`config.mk`:
```
export PLATFORM = sky130hd
export DESIGN_NAME = z80_bridge
export DESIGN_NICKNAME = d
export VERILOG_FILES = /design/src/rtl/z80_bridge.sv
export SDC_FILE = /design/constraint.sdc
export NUM_CORES = 1
export LEC_CHECK = 0
export ABC_AREA = 1
export BUFFER_PORTS_ARGS = -buffer_cell sky130_fd_sc_hd__buf_2
export CORE_ASPECT_RATIO = 1.5
export CORE_MARGIN = 10
export CORE_UTILIZATION = 25
export CTS_BUF_LIST = sky130_fd_sc_hd__clkbuf_2 sky130_fd_sc_hd__clkbuf_4 sky130_fd_sc_hd__clkbuf_8
export DETAILED_ROUTE_END_ITERATION = 7
export GPL_TIMING_DRIVEN = 1
export MAX_ROUTING_LAYER = met4
export SLEW_MARGIN = 20
export SYNTH_ARGS = -nofsm -noshare
export SYNTH_HDL_FRONTEND = slang
export SYNTH_SLANG_ARGS = --single-unit
```
`constraint.sdc`:
```
create_clock -name clk -period 1.7 [get_ports clk]
set_input_delay 0.085 -clock clk [delete_from_list [all_inputs] [get_ports clk]]
set_output_delay 0.085 -clock clk [all_outputs]
set_load 0.02 [all_outputs]
```
`src/rtl/z80_bridge.sv`:
```
// Z80 bus to GPU RAM bridge: synchronises the Z80 strobes, decodes the RAM window
// and turns each bus cycle into one write pulse or one read request with WAIT.
module z80_bridge #(
  parameter logic [21:0] MEM_BASE     = 22'h100000,
  parameter logic [20:0] MEM_SIZE     = 21'h080000,
  parameter int unsigned READ_TIMEOUT = 16
) (
  input  logic        clk,
  input  logic        reset,
  input  logic        z80_mreq_n,
  input  logic        z80_rd_n,
  input  logic        z80_wr_n,
  input  logic [21:0] z80_addr,
  input  logic [7:0]  z80_data_in,
  output logic [7:0]  z80_data_out,
  output logic        z80_data_oe,
  output logic        z80_wait_n,
  output logic        wr_ena,
  output logic        rd_req,
  output logic [19:0] address,
  output logic [7:0]  data_out,
  input  logic        gpu_rd_rdy,
  input  logic [7:0]  data_in,
  output logic        timeout_err
);

  typedef enum logic [2:0] {IDLE, WR_END, RD_WAIT, RD_HOLD, BUS_END} state_t;

  // Strobe bit order: {wr_n, rd_n, mreq_n}
  logic [2:0]  strb_meta_q, strb_sync_q;
  logic        mreq_s, rd_s, wr_s;

  state_t      state_q, state_d;
  logic        wr_ena_q, wr_ena_d;
  logic        rd_req_q, rd_req_d;
  logic        timeout_q, timeout_d;
  logic        wait_n_q, wait_n_d;
  logic        oe_q, oe_d;
  logic [7:0]  rdata_q, rdata_d;
  logic [19:0] addr_q, addr_d;
  logic [7:0]  wdata_q, wdata_d;
  logic [7:0]  cnt_q, cnt_d;

  logic [22:0] win_end;
  logic        in_win;
  logic [19:0] offset;

  assign mreq_s  = strb_sync_q[0];
  assign rd_s    = strb_sync_q[1];
  assign wr_s    = strb_sync_q[2];

  assign win_end = {1'b0, MEM_BASE} + {2'b00, MEM_SIZE};
  assign in_win  = ({1'b0, z80_addr} >= {1'b0, MEM_BASE}) && ({1'b0, z80_addr} < win_end);
  assign offset  = z80_addr[19:0] - MEM_BASE[19:0];

  always_comb begin
    state_d   = state_q;
    wr_ena_d  = 1'b0;
    rd_req_d  = 1'b0;
    timeout_d = 1'b0;
    wait_n_d  = wait_n_q;
    oe_d      = oe_q;
    rdata_d   = rdata_q;
    addr_d    = addr_q;
    wdata_d   = wdata_q;
    cnt_d     = cnt_q;
    case (state_q)
      IDLE: begin
        // MREQ alone (refresh, or strobe not yet synchronised) keeps waiting here.
        if (!mreq_s) begin
          if (!wr_s && rd_s && in_win) begin
            wr_ena_d = 1'b1;
            addr_d   = offset;
            wdata_d  = z80_data_in;
            state_d  = WR_END;
          end else if (!rd_s && wr_s && in_win) begin
            rd_req_d = 1'b1;
            addr_d   = offset;
            wait_n_d = 1'b0;
            cnt_d    = '0;
            state_d  = RD_WAIT;
          end else if (!rd_s || !wr_s) begin
            state_d  = BUS_END;
          end
        end
      end
      WR_END, BUS_END: begin
        if (mreq_s) state_d = IDLE;
      end
      RD_WAIT: begin
        if (gpu_rd_rdy) begin
          rdata_d  = data_in;
          wait_n_d = 1'b1;
          oe_d     = 1'b1;
          state_d  = RD_HOLD;
        end else if (cnt_q == 8'(READ_TIMEOUT - 1)) begin
          rdata_d   = '1;
          wait_n_d  = 1'b1;
          oe_d      = 1'b1;
          timeout_d = 1'b1;
          state_d   = RD_HOLD;
        end else begin
          cnt_d = cnt_q + 8'd1;
        end
      end
      RD_HOLD: begin
        if (mreq_s || rd_s) begin
          oe_d    = 1'b0;
          state_d = IDLE;
        end
      end
      default: state_d = IDLE;
    endcase
  end

  always_ff @(posedge clk or posedge reset) begin
    if (reset) begin
      strb_meta_q <= '1;
      strb_sync_q <= '1;
      state_q     <= IDLE;
      wr_ena_q    <= 1'b0;
      rd_req_q    <= 1'b0;
      timeout_q   <= 1'b0;
      wait_n_q    <= 1'b1;
      oe_q        <= 1'b0;
      rdata_q     <= '0;
      addr_q      <= '0;
      wdata_q     <= '0;
      cnt_q       <= '0;
    end else begin
      strb_meta_q <= {z80_wr_n, z80_rd_n, z80_mreq_n};
      strb_sync_q <= strb_meta_q;
      state_q     <= state_d;
      wr_ena_q    <= wr_ena_d;
      rd_req_q    <= rd_req_d;
      timeout_q   <= timeout_d;
      wait_n_q    <= wait_n_d;
      oe_q        <= oe_d;
      rdata_q     <= rdata_d;
      addr_q      <= addr_d;
      wdata_q     <= wdata_d;
      cnt_q       <= cnt_d;
    end
  end

  assign z80_data_out = rdata_q;
  assign z80_data_oe  = oe_q;
  assign z80_wait_n   = wait_n_q;
  assign wr_ena       = wr_ena_q;
  assign rd_req       = rd_req_q;
  assign address      = addr_q;
  assign data_out     = wdata_q;
  assign timeout_err  = timeout_q;

endmodule

```
## After elaboration in Yosys (flattened, before gate mapping)

Index checks and enable logic that the tools add are counted.

- Logic and storage cells: 89
- Output and inout port bits: 41
- Input bits: 44
- Register bits after elaboration: 58

- Add/subtract/negate cells: 1
- Reduce and logical (&&, ||, !) cells: 22
- Multiplexer cells: 37
- Eq/ne operators: 14
- Bitwise logic cells: 1
- $lt $le $gt $ge: 2

Operator list:

| kind | number |
|---|---|
| 8-bit 2-to-1 mux | 7 |
| 20-bit 2-to-1 mux | 2 |
| 3-bit 2-to-1 mux | 8 |
| 22-bit by 21-bit >= comparator with 1-bit output, second input constant | 1 |
| 22-bit by 21-bit less-than comparator with 1-bit output, second input constant | 1 |
| 1-bit 2-to-1 mux | 16 |
| 8-bit one-hot mux with 2 select lines | 1 |
| 2-bit inequality test, second input constant | 7 |
| 3-bit one-hot mux with 4 select lines | 1 |
| 5-bit AND reduction | 2 |
| 3-bit AND reduction | 3 |
| 8-bit by 1-bit adder with 8-bit output, second input constant | 1 |
| 8-bit by 4-bit equality test with 1-bit output, second input constant | 1 |
| 2-bit nonzero test | 4 |
| 3-bit by 2-bit equality test with 1-bit output, second input constant | 2 |
| 6-bit AND reduction | 1 |
| 1-bit logical AND | 5 |
| 4-bit inequality test, second input constant | 1 |
| 1-bit one-hot mux with 2 select lines | 2 |
| 3-bit by 1-bit equality test with 1-bit output, second input constant | 1 |
| 3-bit equality test, second input constant | 1 |
| 3-bit zero test | 1 |
| 3-bit inequality test, second input constant | 1 |
| 1-bit zero test | 2 |
| 4 further kinds | 5 |

## Longest topological paths before layout

Gate-level depths: netlist (run 1).

- Word-level depth: 7
- Depth in mapped cells: 9
- Depth with buffers taken out: 9

## Least setup slack after synthesis (run 1)

OpenSTA, ideal clock, no wires.

- Kind: register to register
- Start point: register strb_sync_q[2]
- End point: register addr_q[0], in the netlist address[0]
- Data required time: 1.582 ns
- Buffers on the path: 2
- Cell stages (with the launch flop): 8
- Setup slack: 0.343 ns
- Clock period less this slack: 1.357 ns
- Library setup time: 0.118 ns
- Arrival time: 1.240 ns
- Path through: dfstp_2 -> nand2_1 -> nor2_2 -> nand2_1 -> buf_6 -> buf_6 -> a21oi_1 -> nor2_1

- Longest elaborated chain between the ends: 5

Ends and longest elaborated chain:

| item | line | text |
|---|---|---|
| start: declaration | 30 | `logic [2:0] strb_meta_q, strb_sync_q;` |
| start signal: assignment | 132 | `strb_sync_q <= strb_meta_q;` |
| 1-bit zero test | 71 | `if (!wr_s && rd_s && in_win) begin` |
| 1-bit logical AND (2 in series) | 71 |  |
| 2-bit nonzero test (no source line) | - |  |
| 3-bit AND reduction (no source line) | - |  |
| end signal: assignment | 140 | `addr_q <= addr_d;` |
| end: declaration | 40 | `logic [19:0] addr_q, addr_d;` |

Several ways; a longest one is shown, not always the timed one.
A chain may end at the register's enable or synchronous reset.

## Final worst setup path (run 1)

- Start point: register cnt_q[1]
- End point: register rdata_q[5], in the netlist z80_data_out[5]

- Longest elaborated chain between the ends: 3

Ends and longest elaborated chain:

| item | line | text |
|---|---|---|
| start: declaration | 42 | `logic [7:0] cnt_q, cnt_d;` |
| start signal: assignment | 142 | `cnt_q <= cnt_d;` |
| 8-bit by 4-bit equality test with 1-bit output | 96 | `end else if (cnt_q == 8'(READ_TIMEOUT - 1)) begin` |
| 2-bit nonzero test (no source line) | - |  |
| 2-bit AND reduction (no source line) | - |  |
| end signal: assignment | 139 | `rdata_q <= rdata_d;` |
| end: declaration | 39 | `logic [7:0] rdata_q, rdata_d;` |

Every way passes these cells.

==> results of run 1 <==
==> layout by cell type (no fill, tap or decap), drive strengths merged <==
cell type	Yosys	final
dfstp	7	7
o21ai	19	19
nand2	80	80
bufinv	0	2
clkinvlp	0	1
nor3	4	4
nand3	16	16
buf	10	94
clkinv	1	2
nand4	3	3
o21bai	2	2
nor3b	1	1
nor2	68	68
dfrtp	51	51
clkbuf	0	12
diode	0	2
dlygate4sd3	0	32
inv	35	35
a21oi	20	20
ha	1	1
==> power groups by stage <==
| stage | logic, W | clock network (W) | registers [W] |
|---|---|---|---|
| final | 0.00223 | 0.00149 | 0.00216 |
| after global routing | 0.00249 | 0.00161 | 0.00222 |
| after CTS | 0.00225 | 0.00154 | 0.00216 |
| after detailed placement | 0.00219 | 0 | 0.00218 |
| after global placement | 0.00214 | 0 | 0.00218 |
| after floorplan | 0.000938 | 0 | 0.00267 |
==> registers in the layout (all words and copies together), names as in the netlist <==
register and count:
wr_ena 1, address 20, data_out 8, z80_data_oe 1, rd_req 1, z80_data_out 8, strb_meta_q 3, cnt_q 8
timeout_err 1, strb_sync_q 3, state_q 3, z80_wait_n 1
==> cells by family (layout without fill, tap and decap cells) <==
group | after synthesis | in the layout
compound gates | 41 | 41
fa+ha+maj | 1 | 1
buf+inv | 46 | 178
flops | 58 | 58
other cells | 0 | 2
simple gates | 172 | 172
==> per-layer routing <==
layer,vias to the layer above,wire [um]
li1,1245,-
met1,1150,3060
met2,73,4040
met3,11,275
met4,0,93
met5,-,0
==> worst min path at each step <==
stage / slack, ps / end / start / cells after the start
final: 20 / z80_data_out[2] / data_in[2] / 3
after global routing: 20 / z80_data_out[3] / data_in[3] / 3
after CTS: 10 / z80_data_out[3] / data_in[3] / 3
after detailed placement: 170 / z80_data_out[6] / reset / 3
after global placement: 170 / z80_data_out[6] / reset / 3
after floorplan: 90 / strb_meta_q[0] / z80_mreq_n / 0
==> stage by stage <==
step                      hold WS (ps)  power (W)  cells  instance area, sq um  setup slack (ps)
final                             23.9    0.00588    596                  3850               118
after floorplan                   89.5    0.00360    318                  2660               199
after detailed placement           174    0.00437    545                  3270              86.2
after global routing              19.6    0.00632    596                  3850              24.7
after CTS                         9.51    0.00595    593                  3830              66.5
after global placement             170    0.00431    545                  3270               130
==> final cells by class <==
class | instances | area (sq um) | share of cell area [%]
tap | 144 | 180 | 4.68
timing repair buffer | 126 | 845 | 21.9
clock buffer | 12 | 165 | 4.29
antenna | 2 | 5.00 | 0.130
clock inverter | 4 | 72.6 | 1.88
sequential | 58 | 1460 | 37.9
inverter | 36 | 135 | 3.51
multi-input combinational | 214 | 987 | 25.6
==> repair_timing <==
action,4_1_cts,5_1_grt
endpoints found under the hold margin,82,0
hold buffers,32,0
setup buffers,0,1
setup endpoints to repair,0,24
gates resized for setup,0,3
==> worst max-delay path, stage by stage (launching register included) <==
cell and delay (ps):
dfrtp_1 400, ha_1 220, nand3_1 150, o21bai_2 220, nand2_2 140, buf_6 200, nand2_1 90, o21ai_2 50
==> run_results.csv, run 1 <==
group,metric,value,unit
setup_path,critPathKind,"flop to flop",
global_routing,grt_pass1_vias,2649,
global_routing,grt_max_degree,59,
timing,worst_slew_pin_slew,324,ps
setup_path,reg2regPathDepth,7,
cts,cts_buffer_depth,2,
pwr,intPower,0.00362,W
yosys,synthAdderAreaFrac,0.471,%
yosys,syn-cell-area,2660,sq um
setup_path,cp_data_arrival_time,1790,ps
floorplanning,core,10500,sq um
route,final_antenna_net_count,0,
setup_path,r2r_end,"z80_data_out[5]",
cts,cts_root_buf,"clkbuf_8",
cts,numCtsBuffers,9,
route,drt-vias-per-instance,4.16,
global_routing,grt_pass1_wl,12.8,mm
global_routing,grt_util_met3,2.42,%
floorplanning,start_util,25.4,%
pwr,power-per-cell-area,1530,nW/um^2
pwr,p_seq_share,36.7,%
yosys,ys_seq_area_share,54.9,%
yosys,synth.mux.area_fraction,0,%
floorplanning,rows,46,
cts,cts_max_level,3,
yosys,synth.most_common_cell,"nand2_1",
placement,hpwl,5.36,mm
hold_path,hold_path.class,"input pin to flop",
placement,gp_congestion,0.841,
global_routing,antenna_found_initial,2,
route,drcViolationCount,0,
route,drt_iter0_markers,106,
yosys,ys_top_cells_by_area,"dfrtp_1 48%, nand2_1 11%, nor2_1 9.0%, dfstp_2 6.9%, inv_1 4.2%",
setup_path,r2r_setup_slack,120,ps
timing,finalHoldViolCount,0,
floorplanning,die-height,146,um
yosys,synthXorXnorAreaFrac,0,%
timing,skew,13.5,ps
cts,clk_latency,330,ps
timing,fin_crit_sh,93.1,%
global_routing,grt.overflow.total,0,
timing,fin_crit,1580,ps
route,dr.pass1.iters,6,
cts,clkTransAtPathRegs,80,ps
pwr,p_switching,0.00226,W
cts,numClockSinks,58,
pwr,switching_share,38.5,%
yosys,synthFlopType,"dfrtp_1",
floorplanning,io_pins,85,
setup_path,worstSetupStartpointType,"flop",
route,wire_per_inst,12.5,um
run,timing.max_cap.violations,0,
pwr,vdd_drop_max,0.648,mV
yosys,async_flop_share,100,%
cells_and_area,finish.utilization,36.8,%
yosys,synth_top_family_by_area,"simple AND/OR/NAND/NOR gates",
floorplanning,fp.dieArea,15200,sq um
pwr,leakage,1.95,nW
status,status,"completed",
yosys,synth_edf_count,0,
cts,cts_tree,"done",
yosys,yosysUniqueCellTypes,24,
route,vias,2479,
global_routing,busiest_layer,"met2",
setup_path,endpoint,"z80_data_out[5]",
cells_and_area,n_fill_cell,1118,
yosys,synth-seq-cells,58,
route,wirelength,7.47,mm
yosys,synth_top_cell_by_area,"dfrtp_1",
pwr,clkPwrFrac,25.3,%
yosys,syn_area_per_cell,8.36,sq um
global_routing,grtUsageMet1,11.3,%
floorplanning,die_w,104,um
yosys,synth_compound_area_share,9.04,%
setup_path,startpoint,"cnt_q[1]",
global_routing,grtUsageMet2,17.4,%
timing,rsz0062_at_grt,"false",
setup_path,critPathRequiredTime,1910,ps
timing,slew_headroom,78.4,%
yosys,ys_top_cells_by_count,"76 x nand2_1, 64 x nor2_1, 51 x dfrtp_1",
yosys,synth.top_cell.area_share,48.0,%
cells_and_area,area.growth.synth_to_final,44.8,%
yosys,yosys_warnings,0,
setup_path,path_max_fanout,18,
yosys,syn-num-nets,363,
timing,final.setup.tns,0,ps
timing,final_max_slew_viol_count,0,
setup_path,end_kind,"flop",
pwr,combPwrFrac,38.0,%
cells_and_area,nets,490,
timing,fmax,0.632,GHz
yosys,yosys.area_share.simple,27.4,%
cells_and_area,layout-drive-gt1-share,32.0,%
yosys,syn_inst,318,
timing,final-setup-viol-count,0,
setup_path,r2r-start,"cnt_q[1]",
placement,portBuffers,84,
global_routing,grtUsageTotal,10.3,%
Note: power is estimated with default switching activity, not from simulation.
==> inputs of run 2 (changes only) <==
--- a/config.mk
+++ b/config.mk
@@ -9,7 +9,7 @@
 export BUFFER_PORTS_ARGS = -buffer_cell sky130_fd_sc_hd__buf_2
 export CORE_ASPECT_RATIO = 1.5
 export CORE_MARGIN = 10
-export CORE_UTILIZATION = 25
+export CORE_UTILIZATION = 31
 export CTS_BUF_LIST = sky130_fd_sc_hd__clkbuf_2 sky130_fd_sc_hd__clkbuf_4 sky130_fd_sc_hd__clkbuf_8
 export DETAILED_ROUTE_END_ITERATION = 7
 export GPL_TIMING_DRIVEN = 1
==> run_results.csv, run 2 (same netlist as run 1, synthesis figures left out) <==
group,metric,value,unit
placement,gp_congestion,0.876,
cells_and_area,final_common_cell,"buf_2",
placement,dp_cells,506,
floorplanning,die_w,95.6,um
hold_path,hold_path.class,"input pin to flop",
timing,finalHoldViolCount,0,
setup_path,critPathRequiredTime,1930,ps
route,drcViolationCount,0,
hold_path,hold_depth,3,
cells_and_area,nets,493,
global_routing,grt.overflow.total,0,
setup_path,end_kind,"flop",
route,drt_iter0_markers,145,
cts,numClockSinks,58,
setup_path,path_max_fanout,18,
setup_path,critPathTopFamily,"flip-flops",
cells_and_area,n_fill_cell,862,
pwr,power-per-cell-area,1460,nW/um^2
floorplanning,io_pins,85,
route,wire_per_inst,12.9,um
floorplanning,start_util,31.6,%
run,timing.max_cap.violations,0,
global_routing,grt_pass1_vias,2546,
global_routing,grt_max_degree,59,
floorplanning,core,8410,sq um
timing,final.setup.tns,0,ps
timing,fmax,0.651,GHz
global_routing,grtUsageTotal,12.4,%
route,dr.pass1.iters,4,
setup_path,critPathKind,"flop to flop",
timing,worst_slew_pin_slew,315,ps
status,status,"completed",
pwr,leakage,1.94,nW
setup_path,critPathBufInv,1,
setup_path,r2r-start,"cnt_q[1]",
cells_and_area,layout_common_cells,"84 x buf_2, 76 x nand2_1, 64 x nor2_1",
global_routing,grt_pass1_wl,12.1,mm
route,vias,2482,
cts,clk_latency,340,ps
timing,slew_headroom,78.8,%
hold_path,hp-start,"data_in[4]",
cts,numCtsBuffers,9,
floorplanning,fp.dieArea,12800,sq um
global_routing,antenna_found_initial,0,
cts,cts_max_level,3,
setup_path,cp_data_arrival_time,1760,ps
setup_path,cpMaxStageDelayCell,"dfrtp_1",
setup_path,r2r_setup_slack,160,ps
cts,clkTransAtPathRegs,70,ps
route,drt-vias-per-instance,4.43,
cells_and_area,area.growth.synth_to_final,42.7,%
setup_path,slowest_delay,380,ps
cells_and_area,largest_reg_flops,20,
timing,worst_slack,163,ps
floorplanning,rows,41,
cts,post_cts_buffers,0,
cts,cts_buffer_depth,2,
placement,place_ws,118,ps
timing,fin_crit,1540,ps
timing,final_max_slew_viol_count,0,
route,final_antenna_net_count,0,
cells_and_area,layout-drive-gt1-share,30.9,%
cells_and_area,n_antenna_cell,0,
cts,cts_tree,"done",
cells_and_area,fin_cells,560,
setup_path,reg2regPathDepth,7,
timing,rsz0062_at_grt,"false",
timing,skew,7.69,ps
setup_path,worstSetupStartpointType,"flop",
pwr,vdd_drop_max,0.616,mV
setup_path,r2r_end,"z80_data_out[3]",
route,wirelength,7.23,mm
timing,final-setup-viol-count,0,
floorplanning,die-height,133,um
setup_path,critical_path.cell_chain,"ha_1 -> nand3_1 -> o21bai_2 -> nand2_2 -> buf_4 -> nand2_1 -> o21ai_2",
timing,fin_crit_sh,90.4,%
placement,hpwl,5.27,mm
cts,cts_root_buf,"clkbuf_8",
placement,portBuffers,84,
hold_path,min_to,"z80_data_out[4]",
[run 2: changes by cell type in the layout (fill, tap and decap cells not counted)]
cell           delta
nand2_1           +1
buf_12            +1
clkinvlp_4        -1
dlygate4sd3_1     +6
buf_6             -1
buf_4             -3
bufinv_16         -2
clkinv_2          +1
diode_2           -2
nand2_2           -1
clkbuf_4          +2
[run 2: worst max path at each step]
stage / startpoint / endpoint / slack, ps / cells after the start
finish: cnt_q[1] / z80_data_out[3] / 160 / 7
global route: state_q[0] / cnt_q[2] / 30 / 8
CTS: cnt_q[1] / z80_data_out[3] / 120 / 7
detailed placement: cnt_q[0] / z80_data_out[4] / 120 / 7
global placement: cnt_q[0] / z80_data_out[2] / 180 / 7
floorplan: reset / address[0] / 200 / 1
[run 2: routing by layer]
metal / part of all wire (%) / global-route usage, % / wire length (um) / up-vias
li1: - / - / - / 1250
met1: 41 / 13.6 / 2950 / 1151
met2: 51 / 19.8 / 3720 / 70
met3: 5.5 / 3.66 / 401 / 11
met4: 2.2 / 6.33 / 159 / 0
met5: 0 / - / 0 / -
[run 2: tightest hold or removal path, stage by stage]
cell	delay (ps)
buf_2	70
nor2_1	40
o21ai_2	130
[run 2: final cells by class]
cell class / instances / area [sq um] / area share, %
clock buffers: 14 / 180 / 4.75
repair buffers: 129 / 891 / 23.5
well taps: 107 / 134 / 3.53
multi-input cells: 214 / 985 / 25.9
inverters: 36 / 135 / 3.56
clock inverters: 2 / 10.0 / 0.264
flip-flops and latches: 58 / 1460 / 38.5
[run 2: report_power, final]
group | internal, W | total [W] | switching [W]
Combinational | 0.000793 | 0.00219 | 0.00139
Clock | 0.000676 | 0.00120 | 0.000528
Sequential | 0.00187 | 0.00216 | 0.000293
Total | 0.00334 | 0.00555 | 0.00222
[run 2: through the flow]
step                util (%)  power [W]  cell area, sq um  hold slack, ps
floorplan                  -    0.00360              2660            89.5
global placement        38.3    0.00427              3220             168
detailed placement      38.3    0.00434              3220             172
CTS                     45.1    0.00564              3790            3.92
global route            45.1    0.00598              3790            16.8
finish                  45.1    0.00555              3790            18.6
[run 2: timing repair]
item                                    in CTS  in global routing
hold buffers                                38                  0
endpoints found under the setup margin       0                  8
resized for setup                            0                  1
hold endpoints to repair                    88                  0
==> inputs of run 3 (changes only) <==
==> constraint.sdc (replaced) <==
create_clock -name clk -period 1.8 [get_ports clk]
set_input_delay 0.09 -clock clk [delete_from_list [all_inputs] [get_ports clk]]
set_output_delay 0.09 -clock clk [all_outputs]
set_load 0.02 [all_outputs]
==> run_results.csv, run 3 (same netlist as run 1, synthesis figures left out) <==
group,metric,value,unit
route,wirelength,7.16,mm
route,drcViolationCount,0,
setup_path,endpoint,"z80_data_out[6]",
pwr,leakage,1.93,nW
cells_and_area,n_antenna_cell,0,
cts,cts_resized,0,
cts,numClockSinks,58,
pwr,switching_share,39.4,%
timing,worst_slew_pin_slew,465,ps
floorplanning,rows,41,
cells_and_area,largest_reg_flops,20,
route,dr.pass1.iters,6,
timing,final_max_slew_viol_count,0,
route,drt-vias-per-instance,4.39,
timing,skew,6.61,ps
global_routing,grt_max_degree,39,
floorplanning,core,8410,sq um
cts,cts_buffer_depth,2,
cells_and_area,layout-drive-gt1-share,30.4,%
timing,slew_headroom,68.9,%
setup_path,path_max_fanout,18,
route,drt_iter0_markers,86,
route,wire_per_inst,12.8,um
setup_path,cp_data_arrival_time,1840,ps
timing,fin_crit,1610,ps
timing,final.setup.tns,0,ps
cells_and_area,final_common_cell,"buf_2",
timing,finalHoldViolCount,0,
setup_path,r2r-start,"cnt_q[1]",
cells_and_area,multi_input_area,981,sq um
timing,whs,16.3,ps
cts,cts_root_buf,"clkbuf_8",
global_routing,grt.overflow.total,0,
placement,place_ws,198,ps
setup_path,critPathRequiredTime,2030,ps
cells_and_area,area.growth.synth_to_final,41.9,%
cells_and_area,layout_common_cells,"84 x buf_2, 76 x nand2_1, 64 x nor2_1",
route,final_antenna_net_count,0,
placement,portBuffers,84,
setup_path,r2r_end,"z80_data_out[6]",
setup_path,worstSetupStartpointType,"flop",
run,timing.max_cap.violations,0,
floorplanning,fp.dieArea,12800,sq um
floorplanning,io_pins,85,
cts,cts_tree,"done",
route,vias,2451,
cts,clk_latency,340,ps
pwr,p_switching,0.00209,W
hold_path,hold_depth,3,
setup_path,end_kind,"flop",
cts,cts_max_level,3,
placement,hpwl,5.27,mm
setup_path,startpoint,"cnt_q[1]",
pwr,vdd_drop_max,0.599,mV
pwr,intPower,0.00320,W
timing,rsz0062_at_grt,"false",
global_routing,antenna_found_initial,0,
status,status,"completed",
cells_and_area,regArea,1460,sq um
setup_path,reg2regPathDepth,7,
pwr,clkPwrFrac,22.4,%
pwr,p_seq_share,38.4,%
cells_and_area,nets,492,
cells_and_area,n_fill_cell,844,
cts,numCtsBuffers,9,
timing,fmax,0.622,GHz
global_routing,grtUsageTotal,12.8,%
floorplanning,start_util,31.6,%
floorplanning,die-height,133,um
placement,gp_congestion,0.891,
timing,final-setup-viol-count,0,
pwr,p_total,0.00529,W
floorplanning,die_w,95.6,um
setup_path,r2r_setup_slack,190,ps
cts,clkTransAtPathRegs,60,ps
global_routing,grt_pass1_vias,2655,
hold_path,hold_path.class,"input pin to flop",
timing,fin_crit_sh,89.3,%
timing,worst_slack,193,ps
pwr,combPwrFrac,39.2,%
global_routing,grt_pass1_wl,12.5,mm
cells_and_area,finish.utilization,44.9,%
pwr,power-per-cell-area,1400,nW/um^2
setup_path,critPathKind,"flop to flop",
[run 3: cell count changes in the layout (fill, tap and decap cells not counted)]
cell / before / now
o21bai_2: 1 / 0
bufinv_16: 0 / 1
o21bai_1: 1 / 2
buf_12: 3 / 2
clkbuf_8: 12 / 10
[run 3: timing repair]
| action | CTS | global route |
|---|---|---|
| setup buffers | 0 | 0 |
| hold buffers | 38 | 0 |
| endpoints found under the hold margin | 56 | 0 |
[run 3: final cells by class]
class                   count  area share, %
clock buffers              12           4.05
inverters                  36           3.58
well taps                 107           3.55
repair buffers            128           23.1
flip-flops and latches     58           38.7
clock inverters             3           1.06
multi-input cells         214           26.0
[run 3: power groups by stage]
stage / Combinational, W / Sequential [W] / Clock (W)
2_1_floorplan: 0.000886 / 0.00252 / 0
3_5_place_dp: 0.00205 / 0.00206 / 0
6_report: 0.00207 / 0.00203 / 0.00119
3_3_place_gp: 0.00200 / 0.00204 / 0
5_1_grt: 0.00232 / 0.00209 / 0.00130
4_1_cts: 0.00211 / 0.00204 / 0.00123
[run 3: metal layers]
layer	vias up	global-route usage (%)	routed length (um)	part of all wire (%)
met4	0	6.17	163	2.3
met1	1126	13.2	2820	39
met2	61	20.8	3700	52
met5	-	-	0	0
li1	1250	-	-	-
met3	14	4.61	473	6.6
[run 3: critical path, stage by stage (launching register included)]
cell	delay, ps
dfrtp_1	400
ha_1	210
nand3_1	100
o21bai_1	230
nand2_2	170
buf_4	250
nand2_1	90
o21ai_2	50
[run 3: worst min-delay path by stage]
stage,start,end,slack [ps]
finish,data_in[1],z80_data_out[1],20
global route,data_in[5],z80_data_out[5],20
CTS,data_in[1],z80_data_out[1],1
detailed placement,reset,z80_data_out[0],130
global placement,reset,address[16],130
floorplan,z80_mreq_n,strb_meta_q[0],90
[run 3: per-stage QoR]
step           instances  cell area [sq um]
6_report             558               3770
5_1_grt              558               3770
4_1_cts              558               3770
3_5_place_dp         505               3200
3_3_place_gp         505               3200
2_1_floorplan        318               2660
